==> src/rtl/elevator_pkg.sv <==
// Shared encodings for the elevator command outputs and the door sequencer.
package elevator_pkg;

    localparam logic [1:0] CAB_DOWN   = 2'b00;
    localparam logic [1:0] CAB_UP     = 2'b01;
    localparam logic [1:0] DOOR_CLOSE = 2'b10;
    localparam logic [1:0] DOOR_OPEN  = 2'b11;

    typedef enum logic [1:0] {
        SPD_STOP = 2'b00,
        SPD_SLOW = 2'b01,
        SPD_MED  = 2'b10,
        SPD_FAST = 2'b11
    } spd_t;

    typedef enum logic [2:0] {
        D_IDLE,
        D_OPENING,
        D_HOLD,
        D_EXPIRED,
        D_CLOSING
    } dstate_t;

endpackage

==> src/rtl/elevator_actuator_if.sv <==
// Command bus from the elevator FSM plus the motor/buzzer pins it drives.
interface elevator_actuator_if;
    logic M, D, P, W, S;
    logic M0_UP, M0_DN, M1_OPN, M1_CLS, BUZ, R;

    modport master (
        output M, D, P, W, S,
        input  M0_UP, M0_DN, M1_OPN, M1_CLS, BUZ, R
    );

    modport slave (
        input  M, D, P, W, S,
        output M0_UP, M0_DN, M1_OPN, M1_CLS, BUZ, R
    );
endinterface

==> src/rtl/elevator_pwm_gen.sv <==
// Free-running PWM counter with two independent duty comparators (cabin and door level).
module elevator_pwm_gen
    import elevator_pkg::*;
#(
    parameter int PWM_PERIOD = 100
) (
    input  logic Clk,
    input  logic Reset,
    input  spd_t lvl_a,
    input  spd_t lvl_b,
    output logic on_a,
    output logic on_b
);
    localparam int PCNT_W = $clog2(PWM_PERIOD - 1) + 1;
    localparam int Q      = PWM_PERIOD / 4;

    logic [PCNT_W-1:0] pcnt;

    function automatic logic [PCNT_W-1:0] thr(input spd_t lvl);
        return PCNT_W'(Q * int'(lvl));
    endfunction

    always_ff @(posedge Clk) begin
        if (!Reset)
            pcnt <= '0;
        else if (pcnt == PCNT_W'(PWM_PERIOD - 1))
            pcnt <= '0;
        else
            pcnt <= pcnt + 1'b1;
    end

    assign on_a = (pcnt < thr(lvl_a));
    assign on_b = (pcnt < thr(lvl_b));
endmodule

==> src/rtl/elevator_actuator.sv <==
// Field-side actuator: turns M/D/P/W/S commands into cabin/door PWM, door sequencing and buzzer.
module elevator_actuator
    import elevator_pkg::*;
#(
    parameter int PWM_PERIOD       = 100,
    parameter int DOOR_MOVE_CYCLES = 5000,
    parameter int DOOR_HOLD_CYCLES = 20000,
    parameter int BUZZ_CYCLES      = 1000
) (
    input  logic Clk,
    input  logic Reset,
    elevator_actuator_if.slave bus
);
    localparam int DMAX   = (DOOR_MOVE_CYCLES > DOOR_HOLD_CYCLES) ? DOOR_MOVE_CYCLES : DOOR_HOLD_CYCLES;
    localparam int DCNT_W = $clog2(DMAX - 1) + 1;
    localparam int BCNT_W = $clog2(BUZZ_CYCLES) + 1;
    localparam logic [DCNT_W-1:0] MOVE_LAST = DCNT_W'(DOOR_MOVE_CYCLES - 1);
    localparam logic [DCNT_W-1:0] HOLD_LAST = DCNT_W'(DOOR_HOLD_CYCLES - 1);

    logic [1:0]        md;
    spd_t              pw;
    logic              cmd_vld, open_cmd, close_cmd;
    dstate_t           dstate;
    logic [DCNT_W-1:0] dcnt;
    spd_t              dlvl;
    logic [BCNT_W-1:0] bcnt;
    logic              cab_up_p0, cab_dn_p0;
    spd_t              cpw_p0;
    logic              cab_on, door_on;

    assign md        = {bus.M, bus.D};
    assign pw        = spd_t'({bus.P, bus.W});
    assign cmd_vld   = (pw != SPD_STOP);
    assign open_cmd  = cmd_vld && (md == DOOR_OPEN);
    assign close_cmd = cmd_vld && (md == DOOR_CLOSE);

    elevator_pwm_gen #(.PWM_PERIOD(PWM_PERIOD)) u_pwm (
        .Clk   (Clk),
        .Reset (Reset),
        .lvl_a (cpw_p0),
        .lvl_b (dlvl),
        .on_a  (cab_on),
        .on_b  (door_on)
    );

    // Door sequencer; door pins and R follow the state one clock later
    always_ff @(posedge Clk) begin
        if (!Reset) begin
            dstate     <= D_IDLE;
            dcnt       <= '0;
            dlvl       <= SPD_STOP;
            bus.M1_OPN <= 1'b0;
            bus.M1_CLS <= 1'b0;
            bus.R      <= 1'b0;
        end else begin
            bus.M1_OPN <= (dstate == D_OPENING) && door_on;
            bus.M1_CLS <= (dstate == D_CLOSING) && door_on;
            bus.R      <= (dstate == D_EXPIRED);
            unique case (dstate)
                D_IDLE: begin
                    if (open_cmd) begin
                        dstate <= D_OPENING;
                        dcnt   <= '0;
                        dlvl   <= pw;
                    end
                end
                D_OPENING, D_HOLD, D_EXPIRED: begin
                    if (close_cmd) begin
                        dstate <= D_CLOSING;
                        dcnt   <= '0;
                        dlvl   <= pw;
                    end else if (dstate == D_OPENING) begin
                        if (dcnt == MOVE_LAST) begin
                            dstate <= D_HOLD;
                            dcnt   <= '0;
                        end else begin
                            dcnt <= dcnt + 1'b1;
                        end
                    end else if (dstate == D_HOLD) begin
                        if (dcnt == HOLD_LAST) begin
                            dstate <= D_EXPIRED;
                            dcnt   <= '0;
                        end else begin
                            dcnt <= dcnt + 1'b1;
                        end
                    end
                end
                D_CLOSING: begin
                    // A reopen restarts the full open stroke from the current door position
                    if (open_cmd) begin
                        dstate <= D_OPENING;
                        dcnt   <= '0;
                        dlvl   <= pw;
                    end else if (dcnt == MOVE_LAST) begin
                        dstate <= D_IDLE;
                        dcnt   <= '0;
                    end else begin
                        dcnt <= dcnt + 1'b1;
                    end
                end
                default: begin
                    dstate <= D_IDLE;
                    dcnt   <= '0;
                end
            endcase
        end
    end

    // Stage p0: cabin command capture and buzzer stretch; stage p1: cabin/buzzer pins
    always_ff @(posedge Clk) begin
        if (!Reset) begin
            cab_up_p0 <= 1'b0;
            cab_dn_p0 <= 1'b0;
            cpw_p0    <= SPD_STOP;
            bcnt      <= '0;
            bus.M0_UP <= 1'b0;
            bus.M0_DN <= 1'b0;
            bus.BUZ   <= 1'b0;
        end else begin
            cab_up_p0 <= cmd_vld && (md == CAB_UP);
            cab_dn_p0 <= cmd_vld && (md == CAB_DOWN);
            cpw_p0    <= pw;
            if (bus.S)
                bcnt <= BCNT_W'(BUZZ_CYCLES);
            else if (bcnt != '0)
                bcnt <= bcnt - 1'b1;
            // Cabin is interlocked against any door activity
            bus.M0_UP <= cab_up_p0 && cab_on && (dstate == D_IDLE);
            bus.M0_DN <= cab_dn_p0 && cab_on && (dstate == D_IDLE);
            bus.BUZ   <= (bcnt != '0);
        end
    end
endmodule

==> src/flat_wrapper.sv <==
// flat-port wrapper written by rule: the top's interface ports become plain ports
module elevator_actuator_flat import elevator_pkg::*;
#(
    parameter int PWM_PERIOD       = 100,
    parameter int DOOR_MOVE_CYCLES = 5000,
    parameter int DOOR_HOLD_CYCLES = 20000,
    parameter int BUZZ_CYCLES      = 1000
)
  (Clk, Reset, bus_M, bus_D, bus_P, bus_W, bus_S, bus_M0_UP, bus_M0_DN, bus_M1_OPN, bus_M1_CLS, bus_BUZ, bus_R);
  elevator_actuator_if bus_i ();
  input  logic Clk;
  input  logic Reset;
  input wire logic [$bits(bus_i.M)-1:0] bus_M;
  input wire logic [$bits(bus_i.D)-1:0] bus_D;
  input wire logic [$bits(bus_i.P)-1:0] bus_P;
  input wire logic [$bits(bus_i.W)-1:0] bus_W;
  input wire logic [$bits(bus_i.S)-1:0] bus_S;
  output wire logic [$bits(bus_i.M0_UP)-1:0] bus_M0_UP;
  output wire logic [$bits(bus_i.M0_DN)-1:0] bus_M0_DN;
  output wire logic [$bits(bus_i.M1_OPN)-1:0] bus_M1_OPN;
  output wire logic [$bits(bus_i.M1_CLS)-1:0] bus_M1_CLS;
  output wire logic [$bits(bus_i.BUZ)-1:0] bus_BUZ;
  output wire logic [$bits(bus_i.R)-1:0] bus_R;
  assign bus_i.M = bus_M;
  assign bus_i.D = bus_D;
  assign bus_i.P = bus_P;
  assign bus_i.W = bus_W;
  assign bus_i.S = bus_S;
  assign bus_M0_UP = bus_i.M0_UP;
  assign bus_M0_DN = bus_i.M0_DN;
  assign bus_M1_OPN = bus_i.M1_OPN;
  assign bus_M1_CLS = bus_i.M1_CLS;
  assign bus_BUZ = bus_i.BUZ;
  assign bus_R = bus_i.R;
  elevator_actuator #(.PWM_PERIOD(PWM_PERIOD), .DOOR_MOVE_CYCLES(DOOR_MOVE_CYCLES), .DOOR_HOLD_CYCLES(DOOR_HOLD_CYCLES), .BUZZ_CYCLES(BUZZ_CYCLES)) u_core (.Clk(Clk), .Reset(Reset), .bus(bus_i));
endmodule
==> config.mk <==
export PLATFORM = sky130hd
export DESIGN_NAME = elevator_actuator_flat
export DESIGN_NICKNAME = d
export VERILOG_FILES = /design/src/rtl/elevator_pkg.sv /design/src/rtl/elevator_actuator_if.sv /design/src/rtl/elevator_pwm_gen.sv /design/src/rtl/elevator_actuator.sv /design/src/flat_wrapper.sv
export SDC_FILE = /design/constraint.sdc
export NUM_CORES = 1
export LEC_CHECK = 0
export ABC_CLOCK_PERIOD_IN_PS = 3690
export BUFFER_PORTS_ARGS = -buffer_cell sky130_fd_sc_hd__buf_2
export CAP_MARGIN = 0
export CORE_ASPECT_RATIO = 0.8
export CORE_UTILIZATION = 40
export DETAILED_ROUTE_END_ITERATION = 6
export PLACE_DENSITY_LB_ADDON = 0.15
export SLEW_MARGIN = 10
export SYNTH_ARGS = -nofsm -noshare
export SYNTH_HDL_FRONTEND = slang
export SYNTH_HIERARCHICAL = 1
export SYNTH_SLANG_ARGS = --single-unit
==> constraint.sdc <==
create_clock -name Clk -period 3.69 [get_ports Clk]
set_input_delay 0.738 -clock Clk [delete_from_list [all_inputs] [get_ports Clk]]
set_output_delay 0.738 -clock Clk [all_outputs]
set_load 0.01 [all_outputs]
== After elaboration in Yosys (flattened, before gate mapping) ==
Cells that the tools add are included.

* Bits of input ports: 7
* Output and inout bits: 6
* Register bits after elaboration: 50

* Multipliers: 2
* Bitwise operators: 1
* Magnitude comparators: 2
* Equal/unequal tests: 17
* Mux-type cells: 22
* Add/subtract/negate cells: 3
* Reduce and logical (&&, ||, !) cells: 23

{| class="wikitable"
|+ Operators with widths
! kind !! number
|-
| $mux W16 || 7
|-
| $pmux W16 S3 || 1
|-
| $mux W3 || 8
|-
| $mux W10 || 2
|-
| $add A16 B1 Y16 const B || 1
|-
| $eq A16 B13 Y1 const B || 1
|-
| $eq A16 B15 Y1 const B || 1
|-
| $lt A8 B7 Y1 || 2
|-
| $mul A5 B2 Y7 const A || 2
|-
| $reduce_bool A11 Y1 || 1
|-
| $sub A11 B1 Y11 const B || 1
|-
| $logic_and A1 B1 Y1 || 10
|-
| $pmux W3 S3 || 1
|-
| $add A8 B1 Y8 const B || 1
|-
| $eq A8 B7 Y1 const B || 1
|-
| $ne A4 B1 Y1 const B || 2
|-
| $eq A3 B2 Y1 const B || 2
|-
| $ne A2 B1 Y1 const B || 3
|-
| $reduce_bool A2 Y1 || 3
|-
| $reduce_or A2 Y1 || 3
|-
| $reduce_and A5 Y1 || 1
|-
| $eq A2 B2 Y1 const B || 2
|-
| $mux W2 || 2
|-
| $ne A4 B3 Y1 const B || 1
|-
| other kinds (11) || 11
|}

== Depth between registers and ports, before layout ==
Gate-level depths: netlist (run 1).

* Word-level depth: 6
* Depth in mapped cells: 9
* Gate-level depth less buffers: 9

== Cells and area by module ==
The synthesis (run 1) kept the hierarchy.

{| class="wikitable"
|+ By module, submodules not included
! module !! instances !! sequential area each (sq um) !! area an instance (sq um) !! cells each
|-
| elevator_actuator || 1 || 840.8 || 2057.0 || 232
|-
| elevator_pwm_gen || 1 || 160.2 || 648.1 || 71
|}

== Worst setup path after synthesis (run 1) ==
OpenSTA, ideal clock, no wires.

* Kind: input to register
* From: in bus_D
* To: reg u_core.dcnt[7]
* Arrival time: 2.215 ns
* Data required time: 3.560 ns
* Path buffers: 2
* Stages on the path: 7
* Slack: 1.345 ns
* Path through: clkbuf_1 > xor2_1 > a221oi_2 > buf_2 > nor4_1 > o22ai_1 > a21oi_1

* Word-level cells in the longest chain between the ends: 4

{| class="wikitable"
|+ RTL lines
! element !! line !! source
|-
| start: declaration || flat_wrapper.sv:14 || <nowiki>input wire logic [$bits(bus_i.D)-1:0] bus_D;</nowiki>
|-
| $eq A2 B2 Y1, on equally long branches || elevator_actuator.sv:34, elevator_actuator.sv:35 ||
|-
| $logic_and A1 B1 Y1, on equally long branches || elevator_actuator.sv:34, elevator_actuator.sv:35 ||
|-
| $mux W16, or another cell as far along || elevator_actuator.sv:90 || <nowiki>if (open_cmd) begin</nowiki>
|-
| $pmux W16 S3 / $reduce_and A2 Y1 (equally long branches) || -- ||
|-
| end signal: assignment || elevator_actuator.sv:77 || <nowiki>dcnt <= dcnt + 1'b1;</nowiki>
|-
| end signal: assignment || elevator_actuator.sv:84 || <nowiki>dcnt <= dcnt + 1'b1;</nowiki>
|-
| end signal: assignment || elevator_actuator.sv:98 || <nowiki>dcnt <= dcnt + 1'b1;</nowiki>
|-
| end: declaration || elevator_actuator.sv:24 || <nowiki>logic [DCNT_W-1:0] dcnt;</nowiki>
|}

Parallel ways exist; a longest one is shown, timed or not.
A chain may end at the register's enable or synchronous reset.

== Final worst setup path (run 1) ==
* From: reg u_core.dcnt[13]
* To: reg u_core.dcnt[14]

* Word-level cells in the longest chain between the ends: 6

{| class="wikitable"
|+ RTL lines
! element !! line !! source
|-
| $add A16 B1 Y16 / $eq A16 B15 Y1 (equally long branches) || -- ||
|-
| $mux W16 || elevator_actuator.sv:80 || <nowiki>if (dcnt == HOLD_LAST) begin</nowiki>
|-
| $mux W16 || elevator_actuator.sv:79 || <nowiki>end else if (dstate == D_HOLD) begin</nowiki>
|-
| $mux W16 || elevator_actuator.sv:72 || <nowiki>end else if (dstate == D_OPENING) begin</nowiki>
|-
| $mux W16 || elevator_actuator.sv:68 || <nowiki>if (close_cmd) begin</nowiki>
|-
| $pmux W16 S3 * || elevator_actuator.sv:59 || <nowiki>unique case (dstate)</nowiki>
|}

Mark *: on every way between the ends. The rest lies on a longest branch, timed or not. The select of a mux whose other input is x is not followed.

==> flow_metrics.tcl, run 1 <==
set metrics [dict create \
    run_status "complete, no violations" \
    syn-instance-count 303 \
    layout.cells.most_common_list "sky130_fd_sc_hd__dfxtp_1, sky130_fd_sc_hd__nor2_1, sky130_fd_sc_hd__ha_1" \
    floorplan.initialDensity_pct 41.8 \
    globalRouteMet3Util_pct 3.89 \
    final_common_cell "sky130_fd_sc_hd__dfxtp_1" \
    via_count 2140 \
    synth_compound_area_share_pct 16.3 \
    route.detailed.drc 0 \
    grt_usage_pct 17.5 \
    clk_path_buf_depth 2 \
    grt_max_degree 20 \
    worst_ep_arrival_time_ps 2670 \
    post_route_cells_drive_above_1_share_pct 10.2 \
    syn-cell-area_mm2 0.00271 \
    leak_pwr_nw 1.11 \
    cts_resized 0 \
    postCtsHoldBufs 0 \
    cellPowerDensity_mw_per_mm2 507 \
    fp.dieH_um 75.6 \
    dominant_combinational_cell_family_by_area_after_synthesis "simple AND/OR/NAND/NOR gates" \
    path_delay_family "simple AND/OR/NAND/NOR gates" \
    tightestPinTransition_ps 609 \
    share_seq_of_total_power_pct 41.4 \
    diodes 0 \
    router_iterations_before_antenna_repair 4 \
    initial_antenna_violation_count 0 \
    yosys_register_bits 50 \
    cellInternalPower_mw 1.03 \
    finalCoreUtilization_pct 46.0 \
    maxCapViolations 0 \
    design.portCount 13 \
    width_of_the_die_um 93.9 \
    port_buffers 12 \
    yosysWarnings 6 \
    synth_adder_area_share_pct 8.33 \
    cts_tree "done" \
    fin_setup_tns_ps 0 \
    cp_num_buf_inv 0 \
    slew-limit-headroom_pct 59.4 \
    cts_sinks 50 \
    clock_group_share_of_total_power_pct 31.4 \
    ys_seq_area_share_pct 37.0 \
    power.ir.vdd_worst_mv 0.229 \
    layout_worst_path_cycle_share_pct 67.6 \
    crit_required_ps 3860 \
    synth-async-reset-ratio_pct 0 \
    maxClockFrequency_mhz 401 \
    drtAntennaViolNets 0 \
    final-setup-viol-count 0 \
    post-route-min-period_ps 2490 \
    unrepaired_setup_endpoints_after_global_routing "no" \
    ctsRootBufferMaster "sky130_fd_sc_hd__clkbuf_8" \
    switchingPower_uw 479 \
    syn_to_final_growth_pct 10.1 \
    synth_cell_type_count 49 \
    gr-usage-met2_pct 25.1 \
    pwr-share-comb_pct 27.3 \
    finalWirelength_um 5630 \
    design_area_mm2 0.00298 \
    synth.mux.area_fraction_pct 1.11 \
    avgRoutedWirePerCell_um 14.1 \
    synth_nets 328 \
    gr-total-overflow 0 \
    number_of_synthesized_flops_with_an_enable_pin 0 \
    startpoint_type "register" \
    postCtsSetupRepairBufs 0 \
    synthXorXnorAreaFrac_pct 7.45 \
    cp-end-kind "register" \
    timing.critical_path.slowest_stage_cell "sky130_fd_sc_hd__or4_4" \
    critical_path.max_fanout 14 \
    hold_viol 0 \
    cpPeakStageDelay_ps 600 \
    max_slew_violation_count 0 \
    postSynthAreaPerCell_um2 8.93 \
    synth_simple_gate_area_share_pct 26.1 \
    core_region_area_mm2 0.00647 \
    top_usage_layer "met1" \
    drt-vias-per-instance 5.36 \
    routabilityCongestion 0.850 \
    first_global_vias 1937 \
    final_nets 339 \
    cts-buffers-inserted 5 \
    synth_ff_type "sky130_fd_sc_hd__dfxtp_1" \
    dpl.hpwl_um 4090 \
    clock_latency_ps 300 \
    detailed_place.area_mm2 0.00284 \
    timing_worst_setup_path_type "register to register" \
    detail_route.iter0.violations 97 \
    fp.dieArea_mm2 0.00710 \
    hold_path_class "register to register" \
    cts_htree_levels 2 \
    grt_util_met1_pct 26.0 \
    clock-skew-final_ps 6.79 \
    floorplan.rows 26 \
    clkSlewWorstSetupHoldPaths_ps 90 \
    timing.critical_path.cells "or4_1 > or4_4 > o211a_4 > o31ai_4 > nor2_1" \
    global_route_wire_length_before_repair_um 9610 \
    net_sw_share_pct 31.7 \
]
worst reg2reg max path: stages (launching register included):
cell	delay, ps
sky130_fd_sc_hd__dfxtp_1	340
sky130_fd_sc_hd__or4_1	550
sky130_fd_sc_hd__or4_4	600
sky130_fd_sc_hd__o211a_4	180
sky130_fd_sc_hd__o31ai_4	570
sky130_fd_sc_hd__nor2_1	120
power by group through the flow:
stage / Sequential (mW) / Clock (mW) / Combinational [mW]
final: 0.625 / 0.474 / 0.412
after global routing: 0.633 / 0.505 / 0.460
after CTS: 0.625 / 0.487 / 0.413
after detailed placement: 0.638 / 0 / 0.408
after global placement: 0.637 / 0 / 0.410
after floorplan: 0.620 / 0 / 0.338
stage by stage:
step	std cells	worst slack, ps	hold slack (ps)	power [mW]
floorplan	303	1340	443	0.958
global placement	391	1220	483	1.05
detailed placement	391	1190	490	1.05
CTS	399	1170	505	1.52
global route	399	1070	508	1.60
finish	399	1200	499	1.51
area by class of cell:
class / instances / area (um2)
Inverter: 14 / 52.6
Tap cell: 84 / 105
Clock inverter: 2 / 60.1
Clock buffer: 6 / 82.6
Timing Repair Buffer: 14 / 75.1
Multi-Input combinational cell: 229 / 1600
Sequential cell: 50 / 1000
Fill cell: 621 / 3490
cells in the mapped netlist, drive strengths merged, types with 2 or more instances:
master,count,share of area (%)
nand4,3,0.69
and4,3,0.97
nor2b,3,0.69
or3,6,1.4
or4,6,1.8
nor3b,2,0.55
dfxtp,50,37
ha,18,8.3
xor2,6,1.9
a2111oi,2,0.65
and3,4,0.92
o31a,3,0.97
buf,4,0.97
nor4b,3,0.97
nand4b,3,0.97
nor4,12,2.8
a21oi,13,2.4
nor3,6,1.1
nand2,14,1.9
and2,5,1.2
xnor2,17,5.5
inv,14,1.9
o31ai,6,2.7
o21ai,8,1.5
nand2b,5,1.2
o211ai,2,0.55
o21a,6,1.7
a21o,3,0.83
nand3,12,2.2
or2,2,0.46
clkbuf,6,0.83
nor2,34,4.7
a211oi,7,1.9
mux2i,3,1.1
cell families (layout without fill, tap and decap cells):
family                   Yosys count  count (layout)
AO/OA/AOI/OAI                     58              58
XOR/XNOR                          23              23
adder cells (fa/ha/maj)           18              18
buffers and inverters             24              36
flip-flops                        50              50
multiplexers                       3               3
AND/OR/NAND/NOR                  127             127
worst paths after layout:
check                               startpoint                      endpoint  slack [ps]  depth (start not counted)
setup / recovery  u_core/dcnt[13]$_SDFFE_PN0P_  u_core/dcnt[14]$_SDFFE_PN0P_        1200                          5
hold / removal     u_core/cab_up_p0$_SDFF_PN0_   u_core/bus.M0_UP$_SDFF_PN0_         500                          1
setup reg to reg  u_core/dcnt[13]$_SDFFE_PN0P_  u_core/dcnt[14]$_SDFFE_PN0P_        1200                          5
hold reg to reg    u_core/cab_up_p0$_SDFF_PN0_   u_core/bus.M0_UP$_SDFF_PN0_         500                          1
sequential cells by signal, summed over array words and instances (netlist names):
signal             cells
u_core/cab_dn_p0       1
u_core/cpw_p0          2
u_core/cab_up_p0       1
u_core/dstate          3
u_core/dlvl            2
u_core/u_pwm/pcnt      8
u_core/bus.M0_UP       1
u_core/bus.BUZ         1
u_core/bus.M1_OPN      1
u_core/dcnt           16
u_core/bus.M1_CLS      1
u_core/bus.R           1
u_core/bus.M0_DN       1
u_core/bcnt           11
layer usage:
| metal | vias to the layer above | routed length, um | share of wire [%] |
|---|---|---|---|
| li1 | 1122 | - | - |
| met1 | 972 | 3130 | 56 |
| met2 | 41 | 2180 | 39 |
| met3 | 5 | 263 | 4.7 |
| met4 | 0 | 55 | 0.98 |
| met5 | - | 0 | 0 |
Note: power is estimated with default switching activity, not from simulation.
==> inputs of run 2 (changes only) <==
Settings changed: ABC_CLOCK_PERIOD_IN_PS 3690 to 2250.
Clock period 3.69 ns to 2.25 ns, I/O delays scaled along.
==> flow_metrics.tcl, run 2 (synthesized netlist as in run 1, its figures left out) <==
set metrics [dict create \
    post-route-min-period_ps 2150 \
    unrepaired_setup_endpoints_after_global_routing "no" \
    core_region_area_mm2 0.00647 \
    top_register_by_number_of_flip_flops "u_core/dcnt" \
    worst_ep_arrival_time_ps 2340 \
    switchingPower_uw 833 \
    layout_worst_path_cycle_share_pct 95.5 \
    port_buffers 12 \
    cp-end-kind "register" \
    clkSlewWorstSetupHoldPaths_ps 110 \
    floorplan.initialDensity_pct 41.8 \
    fp.dieArea_mm2 0.00710 \
    diodes 0 \
    reg2reg_depth 6 \
    postCtsSetupRepairBufs 0 \
    hp-start "bus_M" \
    maxClockFrequency_mhz 466 \
    crit_path_start "u_core/dcnt[15]$_SDFFE_PN0P_" \
    reg.largest.list "u_core/dcnt: 16 flops, u_core/bcnt: 11 flops, u_core/u_pwm/pcnt: 8 flops" \
    pwr-share-comb_pct 32.2 \
    cts_sinks 50 \
    maxCapViolations 0 \
    hold_path_class "input pin to register" \
    timing_worst_setup_path_type "register to register" \
    fin_setup_tns_ps 0 \
    max_slew_violation_count 0 \
    share_seq_of_total_power_pct 44.2 \
    global_route_wire_length_before_repair_um 9600 \
    floorplan.rows 26 \
    power.ir.vdd_worst_mv 0.351 \
    whs_endpoint "u_core/cab_up_p0$_SDFF_PN0_" \
    run_status "complete, no violations" \
    via_count 2262 \
    cts-buffers-inserted 5 \
    clock_latency_ps 320 \
    layout.cells.most_common_list "sky130_fd_sc_hd__dfxtp_1, sky130_fd_sc_hd__nor2_1, sky130_fd_sc_hd__buf_4" \
    dpl.hpwl_um 4400 \
    grt_usage_pct 17.7 \
    tightestPinTransition_ps 462 \
    final_nets 359 \
    finalWirelength_um 5910 \
    net_sw_share_pct 35.7 \
    cellPowerDensity_mw_per_mm2 755 \
    post_route_cells_drive_above_1_share_pct 15.8 \
    final-setup-viol-count 0 \
    first_global_vias 1915 \
    cts_htree_levels 2 \
    avgRoutedWirePerCell_um 14.1 \
    cellInternalPower_mw 1.50 \
    startpoint_type "register" \
    hold_ws_ps 355 \
    syn_to_final_growth_pct 14.2 \
    drtAntennaViolNets 0 \
    drt-vias-per-instance 5.40 \
    crit-reg2reg-launch "u_core/dcnt[15]$_SDFFE_PN0P_" \
    route.detailed.drc 0 \
    router_iterations_before_antenna_repair 6 \
    fp.dieH_um 75.6 \
    detail_route.iter0.violations 108 \
    largest_register_ffs 16 \
    width_of_the_die_um 93.9 \
    clock_group_share_of_total_power_pct 23.6 \
    leak_pwr_nw 1.18 \
    design.portCount 13 \
    hold_viol 0 \
    cts_tree "done" \
    clock-skew-final_ps 13.6 \
    gr-total-overflow 0 \
    r2r_slack_ps 100 \
    clk_path_buf_depth 2 \
    initial_antenna_violation_count 0 \
    crit_required_ps 2450 \
    final_common_cell "sky130_fd_sc_hd__dfxtp_1" \
    routabilityCongestion 0.801 \
    ctsRootBufferMaster "sky130_fd_sc_hd__clkbuf_8" \
    slew-limit-headroom_pct 68.9 \
    hold_depth 2 \
    grt_max_degree 18 \
    critical_path.max_fanout 8 \
    worst_r2r_endpoint "u_core/dcnt[7]$_SDFFE_PN0P_" \
]
==> run 2: cell types whose count changed in the layout (fill, tap and decap cells not counted), sizes merged <==
cell | before | now
clkbuf | 6 | 5
inv | 14 | 15
buf | 14 | 34
clkinvlp | 0 | 2
bufinv | 2 | 0
==> run 2: worst max-delay path, cell delays in order, from the launching register on <==
cell and delay (ps):
sky130_fd_sc_hd__dfxtp_1 330, sky130_fd_sc_hd__or4_4 540, sky130_fd_sc_hd__or4_4 560, sky130_fd_sc_hd__o211a_4 180, sky130_fd_sc_hd__o31ai_4 220, sky130_fd_sc_hd__buf_6 170
sky130_fd_sc_hd__a21oi_1 40
==> run 2: final cells by class <==
class	instances	area [um2]
well taps	84	105
inverters	14	52.6
repair buffers	34	233
multi-input cells	229	1610
clock buffers	5	68.8
flip-flops and latches	50	1000
clock inverters	3	23.8
fillers	626	3380
==> run 2: how the worst max path moves through the flow <==
stage | end
finish | u_core/dcnt[7]$_SDFFE_PN0P_
global route | u_core/dcnt[2]$_SDFFE_PN0P_
CTS | u_core/dcnt[5]$_SDFFE_PN0P_
detailed placement | u_core/dcnt[7]$_SDFFE_PN0P_
global placement | u_core/dcnt[7]$_SDFFE_PN0P_
floorplan | u_core/dcnt[9]$_SDFFE_PN0P_
==> run 2: power by group through the flow <==
stage	Combinational, mW	Sequential (mW)	Clock, mW
floorplan	0.554	1.02	0
global placement	0.717	1.05	0
detailed placement	0.726	1.05	0
CTS	0.731	1.03	0.572
global route	0.823	1.04	0.609
finish	0.751	1.03	0.552
==> run 2: metal layers <==
| metal | vias to the layer above | GRT usage (%) | routed length [um] |
|---|---|---|---|
| li1 | 1169 | - | - |
| met1 | 1051 | 27.1 | 3250 |
| met2 | 35 | 24.5 | 2390 |
| met3 | 7 | 3.69 | 196 |
| met4 | 0 | 5.64 | 79 |
| met5 | - | 0 | 0 |
==> run 2: stage by stage <==
stage               setup WS (ps)  cell area, um2  power, mW  cells  util, %
finish                        102            3090       2.33    419     47.7
global route                 40.8            3090       2.47    419     47.7
CTS                          3.54            3080       2.33    419     47.6
detailed placement           20.8            2990       1.78    411     46.1
global placement             47.5            2990       1.77    411     46.1
floorplan                    60.4            2710       1.57    303        -
==> run 2: timing repair <==
item / CTS / global route
hold buffers: 0 / 0
resized for setup: 0 / 3
endpoints found under the setup margin: 0 / 14
hold endpoints to repair: 0 / 0
